File: src/rtl/uart_rx_fifo.sv
// uart_rx_fifo
// Receive-side buffer between a UART receiver and a ready/valid consumer.
// Valid non-BREAK bytes from the receiver go into a first-word-fall-through
// FIFO. Overrun (byte dropped while full) and BREAK reception are reported as
// sticky flags. A character-timeout flag rises when bytes sit unread with no
// push or pop activity for TIMEOUT_CYCLES clocks.
//
// Ports:
//   clk            system clock, rising edge
//   reset          synchronous active-high reset
//   uart_rx_valid  one-cycle pulse per completed receiver frame
//   uart_rx_break  qualifies uart_rx_valid: frame was a BREAK
//   uart_rx_data   received byte, valid with uart_rx_valid
//   rd_valid       FIFO non-empty, rd_data holds the oldest byte
//   rd_ready       consumer accepts rd_data this cycle
//   rd_data        head-of-FIFO byte (no read latency)
//   fifo_level     occupancy 0..DEPTH
//   overrun        sticky: byte dropped because FIFO was full
//   break_seen     sticky: BREAK frame received
//   rx_timeout     FIFO non-empty and idle for TIMEOUT_CYCLES
//   clear_flags    one-cycle pulse clearing overrun and break_seen
module uart_rx_fifo #(
  parameter int PAYLOAD_BITS   = 8,
  parameter int DEPTH          = 16,
  parameter int TIMEOUT_CYCLES = 200000
) (
  input  logic                       clk,
  input  logic                       reset,
  input  logic                       uart_rx_valid,
  input  logic                       uart_rx_break,
  input  logic [PAYLOAD_BITS-1:0]    uart_rx_data,
  output logic                       rd_valid,
  input  logic                       rd_ready,
  output logic [PAYLOAD_BITS-1:0]    rd_data,
  output logic [$clog2(DEPTH):0]     fifo_level,
  output logic                       overrun,
  output logic                       break_seen,
  output logic                       rx_timeout,
  input  logic                       clear_flags
);

  localparam int PTR_W = $clog2(DEPTH);
  localparam int LVL_W = $clog2(DEPTH) + 1;
  localparam int CNT_W = $clog2(TIMEOUT_CYCLES + 1);
  localparam logic [LVL_W-1:0] LVL_FULL = LVL_W'(DEPTH);
  localparam logic [CNT_W-1:0] IDLE_MAX = CNT_W'(TIMEOUT_CYCLES);

  logic [PAYLOAD_BITS-1:0] mem_q [DEPTH];

  logic [PTR_W-1:0] wptr_q, wptr_d;
  logic [PTR_W-1:0] rptr_q, rptr_d;
  logic [LVL_W-1:0] level_q, level_d;
  logic [CNT_W-1:0] idle_q, idle_d;
  logic             overrun_q, overrun_d;
  logic             break_q, break_d;
  logic             timeout_q, timeout_d;

  logic accept, push, pop, drop;

  always_comb begin
    pop    = (level_q != '0) & rd_ready;
    accept = uart_rx_valid & ~uart_rx_break;
    // A pop in the same cycle frees the slot, so a full FIFO still accepts.
    push   = accept & ((level_q != LVL_FULL) | pop);
    drop   = accept & ~push;

    wptr_d = push ? wptr_q + PTR_W'(1) : wptr_q;
    rptr_d = pop  ? rptr_q + PTR_W'(1) : rptr_q;

    level_d = level_q;
    case ({push, pop})
      2'b10:   level_d = level_q + LVL_W'(1);
      2'b01:   level_d = level_q - LVL_W'(1);
      default: level_d = level_q;
    endcase

    // Set events take priority over a simultaneous clear.
    overrun_d = drop | (overrun_q & ~clear_flags);
    break_d   = (uart_rx_valid & uart_rx_break) | (break_q & ~clear_flags);

    // Only real FIFO traffic restarts the idle count; BREAKs and drops do not.
    if (push | pop | (level_q == '0)) begin
      idle_d = '0;
    end else if (idle_q != IDLE_MAX) begin
      idle_d = idle_q + CNT_W'(1);
    end else begin
      idle_d = idle_q;
    end
    timeout_d = (idle_d == IDLE_MAX);
  end

  always_ff @(posedge clk) begin
    if (reset) begin
      wptr_q    <= '0;
      rptr_q    <= '0;
      level_q   <= '0;
      idle_q    <= '0;
      overrun_q <= 1'b0;
      break_q   <= 1'b0;
      timeout_q <= 1'b0;
    end else begin
      wptr_q    <= wptr_d;
      rptr_q    <= rptr_d;
      level_q   <= level_d;
      idle_q    <= idle_d;
      overrun_q <= overrun_d;
      break_q   <= break_d;
      timeout_q <= timeout_d;
    end
  end

  // Storage is deliberately not reset; the write is suppressed during reset.
  always_ff @(posedge clk) begin
    if (push && !reset) begin
      mem_q[wptr_q] <= uart_rx_data;
    end
  end

  assign rd_valid   = (level_q != '0);
  assign rd_data    = mem_q[rptr_q];
  assign fifo_level = level_q;
  assign overrun    = overrun_q;
  assign break_seen = break_q;
  assign rx_timeout = timeout_q;

endmodule

File: config.mk
export PLATFORM = sky130hd
export DESIGN_NAME = uart_rx_fifo
export DESIGN_NICKNAME = d
export VERILOG_FILES = /design/src/rtl/uart_rx_fifo.sv
export SDC_FILE = /design/constraint.sdc
export NUM_CORES = 1
export LEC_CHECK = 0
export CAP_MARGIN = 0
export CORE_MARGIN = 3
export CORE_UTILIZATION = 23
export DETAILED_ROUTE_END_ITERATION = 8
export GPL_TIMING_DRIVEN = 0
export PLACE_DENSITY_LB_ADDON = 0.05
export RECOVER_POWER = 100
export SYNTH_ARGS = -nofsm -noshare
export SYNTH_HDL_FRONTEND = slang
export SYNTH_SLANG_ARGS = --single-unit
File: constraint.sdc
create_clock -name clk -period 8.2 [get_ports clk]
set_input_delay 1.64 -clock clk [delete_from_list [all_inputs] [get_ports clk]]
set_output_delay 1.64 -clock clk [all_outputs]
set_load 0.02 [all_outputs]
==> results of run 1 <==
-- critical path: cells and delay by family, from the launching register on --
family	cells	cell delay, ns
multiplexers	2	1.15
flip-flops	1	0.31
buffers and inverters	3	1.74
-- sequential cells by signal, summed over array words and instances, names as in the netlist, named ones only --
register and cells:
break_seen 1, fifo_level 5, idle_q 18, mem_q 128
overrun 1, rptr_q 4, rx_timeout 1, wptr_q 4
-- final cells by class --
class / count / share of cell area, %
inverters: 11 / 0.503
plain buffers: 21 / 1.16
repair buffers: 30 / 3.66
clock inverters: 15 / 1.62
clock buffers: 17 / 5.18
well taps: 384 / 5.85
flip-flops and latches: 166 / 56.1
multi-input cells: 230 / 25.9
-- placed cells by master (no fill, tap or decap), types with 5 or more instances in the layout --
cell | Yosys | layout
sky130_fd_sc_hd__a21oi_1 | 11 | 11
sky130_fd_sc_hd__buf_2 | 8 | 5
sky130_fd_sc_hd__clkbuf_1 | 7 | 11
sky130_fd_sc_hd__clkbuf_16 | 0 | 17
sky130_fd_sc_hd__dfxtp_1 | 38 | 38
sky130_fd_sc_hd__dlygate4sd3_1 | 0 | 27
sky130_fd_sc_hd__edfxtp_1 | 128 | 128
sky130_fd_sc_hd__ha_1 | 11 | 11
sky130_fd_sc_hd__inv_1 | 11 | 11
sky130_fd_sc_hd__inv_6 | 0 | 7
sky130_fd_sc_hd__mux4_2 | 40 | 40
sky130_fd_sc_hd__nand2_1 | 13 | 13
sky130_fd_sc_hd__nand3_1 | 9 | 9
sky130_fd_sc_hd__nand4_1 | 13 | 13
sky130_fd_sc_hd__nor2_1 | 60 | 60
sky130_fd_sc_hd__xnor2_1 | 12 | 12
sky130_fd_sc_hd__xor2_1 | 14 | 14
-- cell families after synthesis --
group / Yosys count / synth area share (%)
AO/OA/AOI/OAI: 25 / 2.27
AND/OR/NAND/NOR: 123 / 9.50
adder cells (fa/ha/maj): 12 / 2.29
buffers and inverters: 32 / 2.09
multiplexers: 44 / 13.7
XOR/XNOR: 26 / 3.31
flip-flops: 166 / 66.9
-- synth_stat cells (7+ instances only) --
cell | n | area share [%]
sky130_fd_sc_hd__a21oi_1 | 11 | 0.80
sky130_fd_sc_hd__buf_2 | 8 | 0.58
sky130_fd_sc_hd__clkbuf_1 | 7 | 0.38
sky130_fd_sc_hd__dfxtp_1 | 38 | 11
sky130_fd_sc_hd__edfxtp_1 | 128 | 56
sky130_fd_sc_hd__ha_1 | 11 | 2.0
sky130_fd_sc_hd__inv_1 | 11 | 0.60
sky130_fd_sc_hd__mux4_2 | 40 | 13
sky130_fd_sc_hd__nand2_1 | 13 | 0.71
sky130_fd_sc_hd__nand3_1 | 9 | 0.65
sky130_fd_sc_hd__nand4_1 | 13 | 1.2
sky130_fd_sc_hd__nor2_1 | 60 | 3.3
sky130_fd_sc_hd__xnor2_1 | 12 | 1.5
sky130_fd_sc_hd__xor2_1 | 14 | 1.8
-- through the flow --
| step | instances | hold WS (ns) | cell area (sq um) | util, % |
|---|---|---|---|---|
| floorplan | 428 | 0.459 | 6890 | - |
| global placement | 842 | 0.471 | 7670 | 26.4 |
| detailed placement | 842 | 0.469 | 7670 | 26.4 |
| CTS | 874 | 0.482 | 8220 | 28.3 |
| global route | 874 | 0.517 | 8210 | 28.2 |
| finish | 874 | 0.475 | 8210 | 28.2 |
-- routing by layer --
layer  GRT usage (%)  part of all wire, %  vias to the layer above
met1            15.0                   48                     1898
met5               0                    0                        -
met4            3.41                  1.2                        0
met3            2.65                  2.3                       13
met2            18.1                   49                       47
li1                -                    -                     1733
-- where the power goes --
part           switching (mW)  leakage (nW)  internal [mW]  total, mW
combinational           0.260         0.843          0.208      0.468
sequential             0.0266          1.46          0.927      0.953
clock                   0.361         0.266          0.400      0.761
-- worst max-delay path by stage --
stage | startpoint | end | cells after the start
after CTS | register | rd_data[7] | 5
final | register | rd_data[7] | 5
after global routing | register | rd_data[7] | 5
after floorplan | register | rd_data[0] | 4
after detailed placement | register | rd_data[7] | 5
after global placement | register | rd_data[7] | 5
==> summary by stage, run 1 <==
Status
The flow ran to the end, and the final reports show no timing, DRC or antenna violations.

Worst setup path
The master of the slowest instance on the critical path is sky130_fd_sc_hd__clkbuf_1. Walking the worst path, the cells encountered are clkbuf_1 > clkbuf_1 > mux4_2 > mux4_2 > dlygate4sd3_1. The required time at the endpoint of the critical path is 6.56 ns. The kind of start point of the critical path is a register. In this run the critical register-to-register path is captured at rx_timeout.

The largest fanout on the critical path is 10. The worst register-to-register path begins at fifo_level[0]. The largest single stage delay on the critical path is 0.78 ns. The worst register-to-register path has a depth of 8. The critical path is of the reg2out type.

The element type at the critical path end is a primary output. For flop-to-flop paths, the worst setup slack is 4.51 ns. The data arrival time of the critical path is 3.63 ns.

Timing
Headroom to the max-slew limit came out at 33.2%. The number of failing setup endpoints in the final timing report is 0. The worst path meets setup with 2.93 ns of slack. The count of final hold-check violations is 0. Setup repair after global routing left no endpoint under its margin. The maximum clock frequency is 190 MHz. The slew at the pin with the worst max-slew slack is 0.992 ns.

The post-route clock skew is 0.0168 ns. Setup total negative slack on the finished layout was measured at 0 ns. The final-report max-slew violation count was 0. For the finished layout, the period the worst path requires is 5.27 ns. After layout, the worst path uses 64.2% of the clock period.

Hold path
In this run the most critical hold path is launched from break_seen. The destination of the worst hold path is break_seen. The min-delay analysis places its worst path in the category reg2reg. The worst hold path was traced through 2 stages.

Placement
The count of buffers added on input and output ports is 30. Timing analysis after detailed placement gives a worst setup slack of 3.75 ns. The post-detailed-placement half-perimeter wirelength is 11.5 mm.

Routability-driven placement finished with a final weighted congestion of 0.700.

Clock tree
The post-cts hold buffer count is 0. At the later pin of the worst-skew pair, clock insertion delay measures 0.43 ns. The clock transition at the registers of the reported paths is 0.07 ns. The number of clock sinks is 166. Post-CTS timing repair inserted 0 buffers for setup. The root cell of the clock tree is sky130_fd_sc_hd__clkbuf_16. The H-tree was split into 4 levels. The number of buffers on the longest clock path is 2. The number of gates given a new drive strength after cts is 0.

TritonCTS built the clock tree. Buffers inserted during clock tree synthesis total 17.

Finish
The area occupied by multi-input gates is 0.00213 sq mm. In the final layout, the share of cells above drive strength 1 is 18.0%. The number of fillers in the final layout is 2936. The number of antenna cells inserted is 0. In the final design database the tool counted 503 nets. Summing all flip-flop and latch instances after layout gives 0.00460 sq mm. The post-synthesis to final-layout area growth is 19.2%.

Floorplan
The die outline area is 0.0320 sq mm. The overall die height is 179 um. The initial utilization of the core area, before any placement, comes to 23.7%. The total I/O pin count is 31. The core region is 0.0291 sq mm. The row count is 62. The die is 179 um wide.

Detailed routing
Across all layers, the routed design uses 3691 vias. After detailed routing, the number of vias per cell comes to 4.22. The number of design-rule violations left by the first detailed-router iteration is 259.

The final layout contains routed wiring with a total length of 16.8 mm. The detailed-routing iteration count for the pre-antenna-repair pass is 4. The DRC violation count after routing is 0. In the final routed layout, each cell accounts on average for 19.2 um.

The remaining antenna violation count after routing is 0.

Synth
The post-synthesis instance total is 428. The Yosys step of the flow raised 0 warnings. The post-synthesis cell area is 0.00689 sq mm.

The most common flop cell mapped by yosys is sky130_fd_sc_hd__edfxtp_1. The number of nets produced by synthesis is 454. Sequential elements use 66.9% of the synthesized area. The async set-reset flop share out of synthesis is 0%. The average instance area after synthesis is 16.1 sq um.

The synthesized netlist contains 50 unique library cells. In this run, synthesis inferred 128 flip-flops with an integrated enable. The number of synthesized register bits is 166.

Run
The max-cap violation count is 0.

Power
The analysis attributes to cell leakage a power of 2.57 nW. The total design power is 2.18 mW. The total power divided by cell area is 266 mW/mm^2. The worst supply voltage drop on vdd is 0.126 mV.

Global routing
Global routing finished with a remaining overflow of 0. The first global-routing pass estimated 25.2 mm of wire. The number of antenna violations at the first check in global routing came to 0. Entering global routing, the biggest net connects 18 pins.

The number of global-route vias before repair is 3865. The total track usage is 11.2%.
(Power assumes the default switching activity.)
==> inputs of run 2 (changes only) <==
==> constraint.sdc (replaced) <==
create_clock -name clk -period 4.8 [get_ports clk]
set_input_delay 0.96 -clock clk [delete_from_list [all_inputs] [get_ports clk]]
set_output_delay 0.96 -clock clk [all_outputs]
set_load 0.02 [all_outputs]
==> summary by stage, run 2 (synthesis gave the netlist of run 1 again) <==
Finish
The final standard cell area without fillers was 0.00821 sq mm (about the same). The number of fillers in the final layout is 2935 (was 2936). The share of layout cells above drive strength 1 came to 18.2% (was 18.0%).

The most common library cell in the layout ignoring fill and taps is sky130_fd_sc_hd__edfxtp_1 (unchanged). The number of antenna cells inserted came to 0 (unchanged). The top register by number of flip-flops was mem_q (unchanged). The post-synthesis to final-layout area growth is 19.2% (about the same). The area occupied by registers is 0.00460 sq mm (unchanged).

Most used cells in the layout excluding fill and tap cells: sky130_fd_sc_hd__edfxtp_1 (128), sky130_fd_sc_hd__nor2_1 (60), sky130_fd_sc_hd__mux4_2 (40) (unchanged). The flip-flop count of the largest register after layout is 128 (unchanged). The final layout net count is 503 (unchanged). The area occupied by multi-input gates came to 0.00213 sq mm (unchanged).

Detailed routing
The detailed-routing iteration count for the pre-antenna-repair pass is 4 (unchanged). The total wire length came to 16.8 mm (about the same). The routed via count is 3691 (unchanged).

The remaining antenna violation count after routing is 0 (unchanged). The routed length per placed instance is 19.2 um (about the same). The number of design-rule violations left by the first detailed-router iteration is 259 (unchanged). The DRC violation count after routing is 0 (unchanged). The via density per instance is 4.22 (unchanged).

Worst setup path
The required time at the endpoint of the critical path is 3.84 ns (was 6.56 ns). The master of the slowest instance on the critical path is sky130_fd_sc_hd__dlygate4sd3_1 (was sky130_fd_sc_hd__clkbuf_1). The delay of the slowest cell on the worst path was 0.67 ns (was 0.78 ns).

The largest fanout on the critical path is 10 (unchanged). Among the stages of the critical path, the cell type that occurs most often is sky130_fd_sc_hd__mux4_2. Cell breakdown of the critical path: clkbuf_1 > clkbuf_2 > mux4_2 > mux4_2 > dlygate4sd3_1 (was clkbuf_1 > clkbuf_1 > mux4_2 > mux4_2 > dlygate4sd3_1). The element type at the critical path end was a primary output (unchanged). The critical path class is reg2out (unchanged).

The kind of start point of the critical path is a register (unchanged). The data arrival time of the critical path is 3.30 ns (was 3.63 ns).

Status
Result of the run: complete, no violations (unchanged).

Clock tree
The buffers inserted during post-CTS setup optimization is 0 (unchanged). The number of clock sinks is 166 (unchanged). The number of levels in the clock H-tree came to 4 (unchanged). The root cell of the clock tree was sky130_fd_sc_hd__clkbuf_16 (unchanged). The clock tree from TritonCTS is done (unchanged). The clock transition at the registers of the reported paths is 0.07 ns (about the same). The number of buffers on the longest clock path is 2 (unchanged). The number of gates given a new drive strength after cts is 0 (unchanged). The post-cts hold buffer count came to 0 (unchanged). The source-to-sink clock delay at the later pin of the worst-skew pair is 0.43 ns (about the same).

The number of buffers created by CTS is 17 (unchanged).

Power
The total power divided by cell area is 454 mW/mm^2 (was 266 mW/mm^2). The worst supply voltage drop on vdd is 0.215 mV (was 0.126 mV). The static leakage is 2.57 nW (about the same).

Timing
After layout, the minimum clock period comes to 4.26 ns. The count of final hold-check violations is 0 (unchanged). The maximum clock frequency is 235 MHz. The post-route clock skew came to 0.0168 ns (about the same). The setup TNS is 0 ns (unchanged).

Unrepaired setup endpoints after global routing: no (unchanged). The number of failing setup endpoints in the final timing report came to 0 (unchanged). The worst slew margin relative to its limit is 33.2% (unchanged). The final-report max-slew violation count is 0 (unchanged). The slew at the pin with the worst max-slew slack is 0.992 ns (unchanged). In the finished design, the share of the clock period the worst path needs comes to 88.7%.

Run
The max-cap violation count is 0 (unchanged).

Hold path
The type of the tightest min-delay check is reg2reg (unchanged).

Global routing
The maximum number of pins on one net before global-route repair is 18 (unchanged). The leftover overflow at the end of global routing came to 0 (unchanged). The number of global-route vias before repair was 3865 (unchanged). The first-pass GRT wire length was 25.2 mm (unchanged).

The number of antenna violations at the first check in global routing is 0 (unchanged). The total track usage is 11.2% (unchanged).

Floorplan
The overall die height is 179 um (unchanged). The horizontal die dimension is 179 um (unchanged). The effective utilization at floorplan is 23.7% (unchanged). The die outline area is 0.0320 sq mm (unchanged). The row count is 62 (unchanged). The area of the core region is 0.0291 sq mm (unchanged). The total I/O pin count is 31 (unchanged).

Placement
The placed standard-cell area is 0.00767 sq mm (unchanged). The post-detailed-placement half-perimeter wirelength was 11.5 mm (unchanged). The number of port buffers is 30 (unchanged). The placer congestion estimate is 0.700 (unchanged).
## run 2: final cells by class
class / instances / share of cell area (%)
repair buffers: 30 / 3.66
clock inverters: 15 / 1.62
flip-flops and latches: 166 / 56.1
inverters: 11 / 0.503
multi-input cells: 230 / 25.9
well taps: 384 / 5.85
plain buffers: 21 / 1.17
clock buffers: 17 / 5.18
## run 2: worst max-delay path: cells and delay by family (launching register included)
family / cells / cell delay [ns]
buffers and inverters: 3 / 1.44
flip-flops: 1 / 0.31
multiplexers: 2 / 1.12
## run 2: metrics by stage
stage	hold slack, ns	worst slack [ns]	power [mW]	instances	util [%]
floorplan	0.459	1.93	2.19	428	-
global placement	0.471	1.01	2.52	842	26.4
detailed placement	0.469	1.03	2.52	842	26.4
CTS	0.482	0.559	3.84	874	28.3
global route	0.517	0.331	3.93	874	28.2
finish	0.475	0.540	3.73	874	28.2
## run 2: report_power, final
part / internal, mW / switching (mW) / total, mW
sequential: 1.58 / 0.0454 / 1.63
combinational: 0.357 / 0.445 / 0.802
clock: 0.683 / 0.617 / 1.30
total: 2.62 / 1.11 / 3.73
## run 2: path summary, 6_finish.rpt
kind	to	from	slack, ns	cells after the start
min	break_seen	break_seen	0.47	2
min reg2reg	break_seen	break_seen	0.47	2
max reg2reg	rx_timeout	fifo_level[0]	1.11	8
max	rd_data[0]	register	0.54	5
## run 2: per-layer routing
metal | global-route usage [%] | vias to the layer above | wire, um
met4 | 3.41 | 0 | 206
met2 | 18.1 | 47 | 8210
li1 | - | 1733 | -
met5 | 0 | - | 0
met3 | 2.65 | 13 | 393
met1 | 15.0 | 1898 | 8000
